==> config.mk <==
export PLATFORM = sky130hd
export DESIGN_NAME = srm_instr_sequencer
export DESIGN_NICKNAME = d
export VERILOG_FILES = /design/src/rtl/srm_pkg.sv /design/src/rtl/srm_prog_mem.sv /design/src/rtl/srm_instr_sequencer.sv
export SDC_FILE = /design/constraint.sdc
export NUM_CORES = 1
export LEC_CHECK = 0
export CAP_MARGIN = 20
export CORE_UTILIZATION = 50
export CTS_BUF_LIST = sky130_fd_sc_hd__clkbuf_8
export DETAILED_ROUTE_END_ITERATION = 10
export GPL_TIMING_DRIVEN = 0
export PLACE_DENSITY = 0.71
export SYNTH_ARGS = -nofsm -noshare
export SYNTH_HDL_FRONTEND = slang
export SYNTH_SLANG_ARGS = --single-unit
export TNS_END_PERCENT = 10
==> constraint.sdc <==
create_clock -name clk -period 2.4 [get_ports clk]
set_clock_uncertainty 0.05 [all_clocks]
set_input_delay 0.24 -clock clk [delete_from_list [all_inputs] [get_ports clk]]
set_output_delay 0.24 -clock clk [all_outputs]
set_load 0.05 [all_outputs]
==> src/rtl/srm_pkg.sv <==
// Shared definitions for the SRM instruction sequencer: state encodings,
// instruction width and the MOV/ALU opcode fields used to build programs.
package srm_pkg;

    localparam int IW = 16;

    localparam logic [2:0] ST_IDLE    = 3'd0;
    localparam logic [2:0] ST_FETCH   = 3'd1;
    localparam logic [2:0] ST_LOAD    = 3'd2;
    localparam logic [2:0] ST_START   = 3'd3;
    localparam logic [2:0] ST_WAIT_LO = 3'd4;
    localparam logic [2:0] ST_WAIT_HI = 3'd5;
    localparam logic [2:0] ST_DONE    = 3'd6;

    typedef enum logic [2:0] {
        S_IDLE    = ST_IDLE,
        S_FETCH   = ST_FETCH,
        S_LOAD    = ST_LOAD,
        S_START   = ST_START,
        S_WAIT_LO = ST_WAIT_LO,
        S_WAIT_HI = ST_WAIT_HI,
        S_DONE    = ST_DONE
    } seq_state_e;

    // Instruction layout: [15:13] opcode, [12:11] op, then operand fields.
    localparam logic [2:0] OPC_MOV    = 3'b110;
    localparam logic [2:0] OPC_ALU    = 3'b101;
    localparam logic [1:0] OP_MOV_IMM = 2'b10;
    localparam logic [1:0] OP_MOV_REG = 2'b00;
    localparam logic [1:0] OP_ADD     = 2'b00;
    localparam logic [1:0] OP_CMP     = 2'b01;
    localparam logic [1:0] OP_AND     = 2'b10;
    localparam logic [1:0] OP_MVN     = 2'b11;

    function automatic logic [IW-1:0] enc_mov_imm(input logic [2:0] rn, input logic [7:0] imm8);
        return {OPC_MOV, OP_MOV_IMM, rn, imm8};
    endfunction

endpackage

==> src/rtl/srm_prog_mem.sv <==
// Program store for the sequencer: one write port, one registered read port.
// Contents are deliberately not reset so a program survives a reset pulse.
module srm_prog_mem #(
    parameter int DEPTH = 16,
    parameter int AW    = 4,
    parameter int IW    = 16
) (
    input  logic          clk,
    input  logic          we,
    input  logic [AW-1:0] waddr,
    input  logic [IW-1:0] wdata,
    input  logic          re,
    input  logic [AW-1:0] raddr,
    output logic [IW-1:0] rdata
);

    logic [IW-1:0] mem [DEPTH];

    always_ff @(posedge clk) begin
        if (we) mem[waddr] <= wdata;
        if (re) rdata <= mem[raddr];
    end

endmodule

==> src/rtl/srm_instr_sequencer.sv <==
// Replays a stored program into the SRM cpu (in/load/s/w handshake).
// Build option: define SRM_SEQ_WDOG_EN to add the wait-state watchdog and fault output.
module srm_instr_sequencer
    import srm_pkg::*;
#(
    parameter int DEPTH       = 16,
    parameter int AW          = 4,
    parameter int IW          = srm_pkg::IW,
    parameter int WDOG_CYCLES = 64
) (
    input  logic          clk,
    input  logic          reset_n,
    input  logic          prog_we,
    input  logic [AW-1:0] prog_addr,
    input  logic [IW-1:0] prog_data,
    input  logic [AW:0]   prog_len,
    input  logic          start,
    output logic          busy,
    output logic          done,
    output logic          fault,
    output logic [AW-1:0] pc,
    output logic [IW-1:0] cpu_in,
    output logic          cpu_load,
    output logic          cpu_s,
    input  logic          cpu_w
);

`ifdef SRM_SEQ_WDOG_EN
    localparam bit WDOG_EN = 1'b1;
`else
    localparam bit WDOG_EN = 1'b0;
`endif
    localparam int          WW      = $clog2(WDOG_CYCLES + 1);
    localparam logic [AW:0] LEN_MAX = (AW+1)'(DEPTH);

    seq_state_e    state;
    logic [AW:0]   len;
    logic [AW:0]   sat_len;
    logic          last;
    logic          in_vld;
    logic          fault_q;
    logic [WW-1:0] wdog;
    logic [IW-1:0] rd_data;

    srm_prog_mem #(.DEPTH(DEPTH), .AW(AW), .IW(IW)) u_mem (
        .clk   (clk),
        .we    (prog_we & ~busy),
        .waddr (prog_addr),
        .wdata (prog_data),
        .re    (state == S_FETCH),
        .raddr (pc),
        .rdata (rd_data)
    );

    assign sat_len = (prog_len > LEN_MAX) ? LEN_MAX : prog_len;
    assign last    = ({1'b0, pc} == len - (AW+1)'(1));

    // The read register has no reset, so cpu_in is masked until a fetch has landed.
    assign cpu_in = in_vld ? rd_data : '0;
    assign fault  = fault_q;

    always_ff @(posedge clk or negedge reset_n) begin
        if (!reset_n) begin
            state    <= S_IDLE;
            len      <= '0;
            pc       <= '0;
            busy     <= 1'b0;
            done     <= 1'b0;
            fault_q  <= 1'b0;
            in_vld   <= 1'b0;
            cpu_load <= 1'b0;
            cpu_s    <= 1'b0;
            wdog     <= '0;
        end else begin
            case (state)
                S_IDLE: if (start) begin
                    len     <= sat_len;
                    pc      <= '0;
                    done    <= 1'b0;
                    fault_q <= 1'b0;
                    busy    <= 1'b1;
                    in_vld  <= 1'b0;
                    state   <= (sat_len == '0) ? S_DONE : S_FETCH;
                end
                // The read is reissued every cycle here; the word that lands on exit is mem[pc].
                S_FETCH: if (cpu_w) begin
                    in_vld   <= 1'b1;
                    cpu_load <= 1'b1;
                    state    <= S_LOAD;
                end
                S_LOAD: begin
                    cpu_load <= 1'b0;
                    cpu_s    <= 1'b1;
                    state    <= S_START;
                end
                S_START: begin
                    cpu_s <= 1'b0;
                    wdog  <= '0;
                    state <= S_WAIT_LO;
                end
                S_WAIT_LO: if (!cpu_w) state <= S_WAIT_HI;
                S_WAIT_HI: if (cpu_w) begin
                    if (last) begin
                        state <= S_DONE;
                    end else begin
                        pc    <= pc + 1'b1;
                        state <= S_FETCH;
                    end
                end
                S_DONE: begin
                    done  <= 1'b1;
                    busy  <= 1'b0;
                    state <= S_IDLE;
                end
                default: state <= S_IDLE;
            endcase

            // Watchdog overrides the wait-state transitions when it expires.
            if (WDOG_EN && (state == S_WAIT_LO || state == S_WAIT_HI)) begin
                if (wdog == WW'(WDOG_CYCLES - 1)) begin
                    fault_q <= 1'b1;
                    busy    <= 1'b0;
                    state   <= S_IDLE;
                end else begin
                    wdog <= wdog + 1'b1;
                end
            end
        end
    end

endmodule

==> results.md, run 1 <==
* Hold Buf Count CTS at 0
* Clock Sinks at just under 300
* Max Freq at 427.5 MHz
* Clk_lat worst skew at between 0.5 and 0.6 ns
* Max VDD drop at roughly 550 uV
* Mapped cell area at 0.01136 sq mm
* Pleak at between 0.004 and 0.005 uW
* Crit path launch type: flip-flop
* Internal reg-to-reg setup slack at about 0.080 ns
* GRT Overall Usage at between 20 and 25%
* ANT nets after route at 0
* Cell row count at 54
* Pwr Total at ~12000 uW
* Power per cell area at around 900 mW/mm^2
* Worst Setup Path Type: reg -> out
* Period minus WS final at 2.339 ns
* # fillers at 1532
* CTS tree: built
* Failing checks: DRC
* Syn-to-layout area delta at 18.52%
* Slowest stage delay, CP at 0.80 ns
* Design area at between 0.01 and 0.015 sq mm
* First-pass GRT wire length at 36.43 mm
* Final setup margin at around 0.06 ns
* Grt ovf at 0
* Hold WS at about 0.10 ns
* Avg Inst Size Synth at ~22 sq um
* Max FO, Critical Path at 9
* Setup crit end kind: primary output
* Primary FF master, synth: edfxtp_1
* Share of layout cells above drive strength 1 at 29.48%
* Max_cap viols at 0
* Seq/Total Area, Yosys at between 70% and 80%
* Clock Tree Buf Depth at 3
* Final Max Slew Viols at 0
* Post-synth ARST share at approximately 5.9%
* # setup viols final at 0
* Net Count, Synth at between 500 and 600
* Residual DRC count at 7
* # IOs at 55
* Vias in the first global route at 6017
* Yosys reg bits at 289
* Slew at the pin closest to its max-slew limit at 0.8703 ns
* Post-synth EDFFs at about 270
* Final period util at a little over nine tenths
* Die Span Y at between 150 and 200 um
* DR vias at 5706
* Hold Fails Final Rpt at 0
* # port buffers at 53
* Fin nets at roughly 670
* Worst hold path class: in -> async
* Reg-to-Reg Start: pc[0]
* Routability Congestion at around 0.87
* Initial Util at between 50 and 60%
* Most frequent cells in the layout: edfxtp_1, mux4_2, clkbuf_8
* Worst Path Buf+Inv at 1
* DP Worst Slack at -0.4349 ns
* R2r endpoint: u_mem.rdata[9]
* Unrepaired setup endpoints after global routing: false
* Wirelength per Cell at 25.54 um
* Root buf cell: clkbuf_8
* Drt first pass iters at 10
* Initial antenna violation count at 0
* Core Box Area at roughly 0.022 sq mm
* Slowest-stage cell, CP: clkdlybuf4s50_1
* N_diodes at 0
* Commonest non-fill, non-tap cell in the layout: edfxtp_1
* Die area at 0.02332 sq mm
* CP top delay family: buffers and inverters
* Required @ worst endpoint at 2.11 ns
* Critical Path AT at approximately 2.1 ns
* Synth cell types at 42
* Area after DPL at 0.01264 sq mm
* Rel. slew slack at between 40% and 50%
* Ys Warns at 0
* Cells after synthesis at approximately 520
* Vias/cell at ~6
* CTS H-Tree Depth at 2
* Die width at 152.7 um
* First DRT Iteration DRCs at roughly 530
* WL final at between 20 and 25 mm
* Outcome: finished, violations left
* CP Cell Sequence: and2_1, clkdlybuf4s50_1
* R2R depth at 4
* Clock transition at path regs at roughly 0.06 ns
* DP HPWL at 15.62 mm
* Largest net degree at the start of global routing at 18
* Total CTS buffers at 45
[report_power, final]
part | internal [uW] | leakage, uW | switching, uW
combinational | 991 | 0.00123 | 1500
clock | 1790 | 0.000462 | 1830
sequential | 5800 | 0.00266 | 169
total | 8580 | 0.00436 | 3490
[sequential cells by signal, summed over array words and instances, names as in the netlist]
name         count
in_vld           1
cpu_load         1
busy             1
state            3
u_mem.rdata     16
u_mem.mem      256
pc               4
cpu_s            1
done             1
len              5
[stage by stage]
| step | util (%) | cells | setup TNS [ns] |
|---|---|---|---|
| floorplan | - | 523 | -9.048 |
| global placement | 55.64 | 856 | -201.68 |
| detailed placement | 57.37 | 873 | -18.19 |
| CTS | 61.12 | 955 | -0.01509 |
| global route | 61.12 | 955 | 0 |
| finish | 61.12 | 955 | 0 |
[synthesized netlist by cell type (3+ instances only)]
master      n  share of area [%]
clkbuf_1    8               0.26
and2_1     16               0.88
nor2_1     24               0.79
nor2b_1     3               0.17
buf_6       4               0.40
nand2_1    17               0.56
edfxtp_1  272                 72
buf_2       6               0.26
nand3b_1    5               0.33
o31ai_1     3               0.20
o21ai_0     7               0.31
xnor2_1     4               0.31
mux4_2     74                 15
nand2b_1    6               0.33
dfrtp_1    17                3.7
nor3_1      5               0.22
mux4_1      6                1.4
a21oi_1     9               0.40
inv_1       5               0.17
[worst max-delay path by stage]
stage | startpoint | to | slack (ns) | depth (start not counted)
after CTS | pc[1] | u_mem.rdata[9] | -0.02 | 4
final | in_vld | cpu_in[15] | 0.06 | 2
after floorplan | busy | u_mem.mem[8][0] | -0.18 | 4
after global placement | prog_addr[2] | u_mem.mem[12][5] | -1.50 | 3
after global routing | in_vld | cpu_in[5] | 0.0009 | 3
after detailed placement | prog_we | u_mem.mem[4][7] | -0.43 | 4
[kinds of logic (layout without fill, tap and decap cells)]
group | Yosys count | in the layout | share of synthesized area [%]
adder cells (fa/ha/maj) | 2 | 2 | 0.2203
flip-flops | 289 | 289 | 75.66
multiplexers | 84 | 84 | 16.44
other | 1 | 1 | 0.03302
AO/OA/AOI/OAI | 28 | 28 | 1.652
XOR/XNOR | 5 | 5 | 0.4516
buffers and inverters | 28 | 180 | 1.575
AND/OR/NAND/NOR | 86 | 86 | 3.977
[routing by layer]
layer / wire [um] / GRT usage, %
met1: 10350 / 29.89
met5: 0 / 0
met4: 818 / 9.909
met3: 1687 / 5.034
met2: 11530 / 33.62
[repair_timing]
| item | CTS | global route |
|---|---|---|
| hold endpoints to repair | 0 | 0 |
| buffers inserted | 1 | 0 |
| endpoints found under the setup margin | 48 | 18 |
| pin swaps | 1 | 0 |
| resized for setup | 38 | 12 |
[area by class of cell]
| cell class | count | area, sq um | area share [%] |
|---|---|---|---|
| sequential | 289 | 8596 | 63.85 |
| clock buffer | 46 | 633.1 | 4.703 |
| clock inverter | 35 | 148.9 | 1.106 |
| timing repair buffer | 71 | 877.1 | 6.515 |
| multi-input combinational | 206 | 2651 | 19.70 |
| inverter | 5 | 18.77 | 0.1394 |
| tap | 280 | 350.3 | 2.602 |
| buffer | 23 | 186.4 | 1.385 |
[worst reg2reg max path: stages (launching register included)]
cell and delay, ns:
dfrtp_1 0.40, buf_6 0.16, buf_2 0.35, mux4_2 0.57, mux4_2 0.51
(Power assumes the default switching activity.)
==> inputs of run 2 (changes only) <==
--- a/config.mk
+++ b/config.mk
@@ -11,6 +11,7 @@
 export DETAILED_ROUTE_END_ITERATION = 10
 export GPL_TIMING_DRIVEN = 0
 export PLACE_DENSITY = 0.71
+export SETUP_SLACK_MARGIN = 0.05
 export SYNTH_ARGS = -nofsm -noshare
 export SYNTH_HDL_FRONTEND = slang
 export SYNTH_SLANG_ARGS = --single-unit
==> run 2 against run 1 <==
Against the previous run:
- critical path depth up 2
- clock power barely moved
- die area is the same
- hold slack lost 0.0057 ns
- critical path type is now reg -> reg
- combinational power is essentially flat
- total power about the same
- fmax grew 0.80%
- the flow still finishes with violations (DRC)
- register-to-register slack about the same
- sequential share of layout area down 0.098 points
- flip-flop and latch count is the same
==> results.md, run 2 (synthesis gave the netlist of run 1 again) <==
* Outcome: finished, violations left
* Failing checks: DRC
* Max_cap viols at 0
* Slowest-stage cell, CP: dfrtp_1
* Non-filler cells, final at 955
* R2R depth at 4
* Fin nets at slightly below 700
* Worst Setup Path Type: reg -> reg
* ANT nets after route at 0
* Top Registers: u_mem.mem: 256 flops, u_mem.rdata: 16 flops, len: 5 flops
* Wirelength per Cell at around 26 um
* Most frequent cells in the layout: edfxtp_1, mux4_2, clkbuf_8
* Max Freq at between 400 and 500 MHz
* Area occupied by multi-input gates at 0.002656 sq mm
* CP top delay family: multiplexers
* Die width at around 150 um
* First-pass GRT wire length at ~36 mm
* Grt ovf at 0
* Critical Path AT at about 2.5 ns
* WL final at about 24 mm
* Max FO, Critical Path at 10
* DP HPWL at 15.62 mm
* Max VDD drop at around 550 uV
* Clk_lat worst skew at between 0.5 and 0.6 ns
* Unrepaired setup endpoints after global routing: true
* Clock transition at path regs at approximately 0.070 ns
* # IOs at 55
* Final period util at 96.70%
* Hold Buf Count CTS at 0
* Largest net degree at the start of global routing at 18
* Pwr Total at 12080 uW
* Total CTS buffers at 45
* # port buffers at 53
* DR vias at approximately 5700
* Sequential Area at roughly 0.0086 sq mm
* Core Box Area at between 0.02 and 0.025 sq mm
* Final setup margin at between 0.07 and 0.08 ns
* CTS tree: built
* Reg-to-Reg Start: pc[1]
* Cell row count at 54
* Design area at about 0.013 sq mm
* Syn-to-layout area delta at 18.68%
* Slew at the pin closest to its max-slew limit at roughly 0.85 ns
* Worst path most repeated cell: mux4_2
* Clock Tree Buf Depth at 3
* Initial Util at 51.57%
* First DRT Iteration DRCs at around 510
* Commonest non-fill, non-tap cell in the layout: edfxtp_1
* R2r endpoint: u_mem.rdata[9]
* Placed Cells at 873
* Hold Fails Final Rpt at 0
* Root buf cell: clkbuf_8
* Residual DRC count at 7
* Internal reg-to-reg setup slack at 0.08 ns
* Die area at roughly 0.023 sq mm
* Final Max Slew Viols at 0
* # setup viols final at 0
* Required @ worst endpoint at 2.62 ns
* CTS H-Tree Depth at 2
* Die Span Y at ~150 um
* # fillers at 1535
* Pleak at between 0.004 and 0.005 uW
* Routability Congestion at 0.8698
* Power per cell area at 895.8 mW/mm^2
* DP Worst Slack at -0.4349 ns
* Period minus WS final at ~2.3 ns
* Vias/cell at between 5 and 6
* Slowest stage delay, CP at between 0.5 and 0.6 ns
* Reg with most FFs: u_mem.mem
* GRT Overall Usage at 21.80%
* Setup crit end kind: flip-flop
* Hold WS at 0.09873 ns
* N_diodes at 0
* Worst Path Buf+Inv at 2
* Rel. slew slack at a little over two fifths
* Crit path launch type: flip-flop
* Worst hold path class: in -> async
* Drt first pass iters at 10
* CP Cell Sequence: buf_4, clkbuf_4, mux4_2, mux4_2
* Vias in the first global route at between 6000 and 7000
* Share of layout cells above drive strength 1 at 29.33%
* Max reg flops at 256
* Clock Sinks at slightly below 300
* Area after DPL at 0.01264 sq mm
* Initial antenna violation count at 0
[run 2: cell count changes in the layout (fill, tap and decap cells not counted), moves of 2 or more]
cell | previous run | this run
buf_4 | 3 | 5
clkdlybuf4s15_2 | 7 | 10
dlygate4sd2_1 | 1 | 6
clkdlybuf4s50_1 | 41 | 37
clkbuf_2 | 6 | 2
[run 2: power breakdown]
part           leakage, uW  internal [uW]  switching [uW]
sequential         0.00267           5800             167
clock             0.000462           1790            1830
combinational      0.00124            988            1500
[run 2: area by class of cell]
| type | instances | share of cell area (%) |
|---|---|---|
| Tap cell | 280 | 2.599 |
| Multi-Input combinational cell | 206 | 19.70 |
| Sequential cell | 289 | 63.76 |
| Buffer | 23 | 1.420 |
| Clock buffer | 46 | 4.697 |
| Clock inverter | 35 | 1.105 |
| Inverter | 5 | 0.1392 |
| Timing Repair Buffer | 71 | 6.581 |
[run 2: stage by stage]
stage	util, %	setup TNS (ns)
finish	61.20	0
global route	61.20	0
CTS	61.15	0
detailed placement	57.37	-18.19
global placement	55.64	-201.68
floorplan	-	-9.048
[run 2: metal layers]
metal  global-route usage, %  vias up  routed length (um)
li1                        -     2413                   -
met2                   33.77      240               11680
met3                   4.920       55                1641
met1                   30.09     3013               10300
met5                       0        -                   0
met4                   9.380        0                 736
[run 2: worst max path at each step]
| stage | start | to | slack, ns | depth (start not counted) |
|---|---|---|---|---|
| finish | pc[1] | u_mem.rdata[9] | 0.08 | 4 |
| detailed placement | prog_we | u_mem.mem[4][7] | -0.43 | 4 |
| global placement | prog_addr[2] | u_mem.mem[12][5] | -1.50 | 3 |
| global route | busy | u_mem.mem[5][12] | 0.02 | 4 |
| CTS | pc[0] | u_mem.rdata[9] | 0.05 | 4 |
| floorplan | busy | u_mem.mem[8][0] | -0.18 | 4 |
[run 2: what timing repair did]
action,in CTS,in global routing
buffers inserted,1,0
cloned,0,0
endpoints found under the setup margin,48,31
pin swaps,1,0
resized for setup,50,5
==> inputs of run 3 (changes only) <==
--- a/config.mk
+++ b/config.mk
@@ -9,9 +9,9 @@
 export CORE_UTILIZATION = 50
 export CTS_BUF_LIST = sky130_fd_sc_hd__clkbuf_8
 export DETAILED_ROUTE_END_ITERATION = 10
-export GPL_TIMING_DRIVEN = 0
 export PLACE_DENSITY = 0.71
 export SETUP_SLACK_MARGIN = 0.05
+export SLEW_MARGIN = 20
 export SYNTH_ARGS = -nofsm -noshare
 export SYNTH_HDL_FRONTEND = slang
 export SYNTH_SLANG_ARGS = --single-unit
==> run 3 against run 2 <==
Against the previous run:
- the flow still finishes with violations (DRC)
- design area down 0.35%
- final cell count down 0.63%
- critical path depth down 2
==> results.md, run 3 (synthesis gave the netlist of run 1 again) <==
* Total CTS buffers at 46
* Worst Setup Path Type: reg -> out
* CP Cell Sequence: buf_12, dlygate4sd2_1
* Critical Path AT at around 1.9 ns
* Clock Tree Buf Depth at 3
* WL final at approximately 24 mm
* Fin nets at 667
* N_diodes at 0
* Slew at the pin closest to its max-slew limit at slightly below 0.8 ns
* DR vias at roughly 5600
* Reg with most FFs: u_mem.mem
* Die Span Y at roughly 150 um
* CP top delay family: buffers and inverters
* Final Max Slew Viols at 0
* ANT nets after route at 0
* CTS H-Tree Depth at 2
* Wirelength per Cell at 24.99 um
* Initial Util at between 50% and 60%
* Slowest stage delay, CP at between 0.6 and 0.7 ns
* Crit path launch type: flip-flop
* Pwr Total at between 10000 and 15000 uW
* Share of layout cells above drive strength 1 at between 30 and 40%
* Max reg flops at between 200 and 300
* Design area at around 0.013 sq mm
* Final period util at a little over 90%
* Cell row count at between 50 and 60
* First DRT Iteration DRCs at between 300 and 400
* Die width at around 150 um
* Period minus WS final at between 2 and 2.5 ns
* Max_cap viols at 0
* Root buf cell: clkbuf_8
* # port buffers at 53
* Hold Buf Count CTS at 0
* Failing checks: DRC
* Most frequent cells in the layout: edfxtp_1, mux4_2, clkbuf_8
* Syn-to-layout area delta at 18.26%
* Max Freq at between 400 and 500 MHz
* Commonest non-fill, non-tap cell in the layout: edfxtp_1
* Top Registers: u_mem.mem: 256 flops, u_mem.rdata: 16 flops, len: 5 flops
* CTS tree: built
* Drt first pass iters at 10
* Slowest-stage cell, CP: dfrtp_4
* Clock transition at path regs at roughly 0.060 ns
* Outcome: finished, violations left
* Vias/cell at between 5 and 6
* Die area at approximately 0.023 sq mm
* # setup viols final at 0
* Pleak at ~0.0043 uW
* Grt ovf at 0
* Required @ worst endpoint at between 2 and 2.5 ns
* Post-CTS setup buffers at 0
* Max FO, Critical Path at 16
* Residual DRC count at 7
* Routability Congestion at 0.8719
* First-pass GRT wire length at ~36 mm
* Setup tns final at 0 ns
* Clk_lat worst skew at roughly 0.55 ns
* Vias in the first global route at 6030
* Hold Fails Final Rpt at 0
* Worst hold path class: in -> async
* Rel. slew slack at between 40% and 50%
* Initial antenna violation count at 0
* Worst Path Buf+Inv at 2
* Max VDD drop at approximately 420 uV
* Largest net degree at the start of global routing at 68
* Clock Sinks at roughly 290
* Post-CTS sizing at 1
* # IOs at 55
* Area after DPL at approximately 0.013 sq mm
* Unrepaired setup endpoints after global routing: false
* Power per cell area at 913.5 mW/mm^2
* DP HPWL at ~13 mm
* GRT Overall Usage at 21.53%
* Setup crit end kind: primary output
* Core Box Area at about 0.022 sq mm
==> run 3: worst paths after layout <==
path,from,to,slack [ns],depth (start not counted)
worst max-delay path,pc[0],pc[0],0.17,2
worst min-delay path,reset_n,in_vld,0.09,1
worst max register to register,pc[0],u_mem.rdata[11],0.22,3
worst min register to register,cpu_s,cpu_s,0.49,2
max in group asynchronous,reset_n,pc[0],1.62,1
min in group clk,prog_len[2],len[2],0.24,3
==> run 3: area by class of cell <==
class	instances	area, sq um
flip-flops and latches	289	8598
well taps	280	350.3
clock inverters	35	209.0
repair buffers	87	964.7
fillers	1537	8593
inverters	5	18.77
clock buffers	47	646.9
multi-input cells	206	2645
==> run 3: metal layers <==
layer | track usage [%] | vias up | wire [um]
li1 | - | 2395 | -
met1 | 28.13 | 2907 | 9604
met2 | 36.87 | 205 | 12170
met3 | 4.039 | 43 | 1494
met4 | 6.638 | 0 | 444
met5 | 0 | - | 0
==> run 3: through the flow <==
step / setup WS, ns / util (%) / cells / hold slack, ns
floorplan: -0.1840 / - / 523 / -0.1056
global placement: 0.2371 / 57.11 / 867 / 0.4482
detailed placement: 0.1710 / 57.11 / 867 / 0.4810
CTS: 0.1322 / 60.99 / 949 / 0.09360
global route: 0.1047 / 60.99 / 949 / 0.1570
finish: 0.1723 / 60.99 / 949 / 0.09326
==> run 3: power by group <==
| part | switching (uW) | internal [uW] |
|---|---|---|
| registers | 231 | 5800 |
| clock network | 1850 | 2050 |
| logic | 1350 | 981 |
==> run 3: worst reg2reg max path, delay by kind of cell, from the launching register on <==
kind	cells	cell delay, ns
flip-flops	1	0.61
buffers and inverters	1	0.24
multiplexers	2	1.04
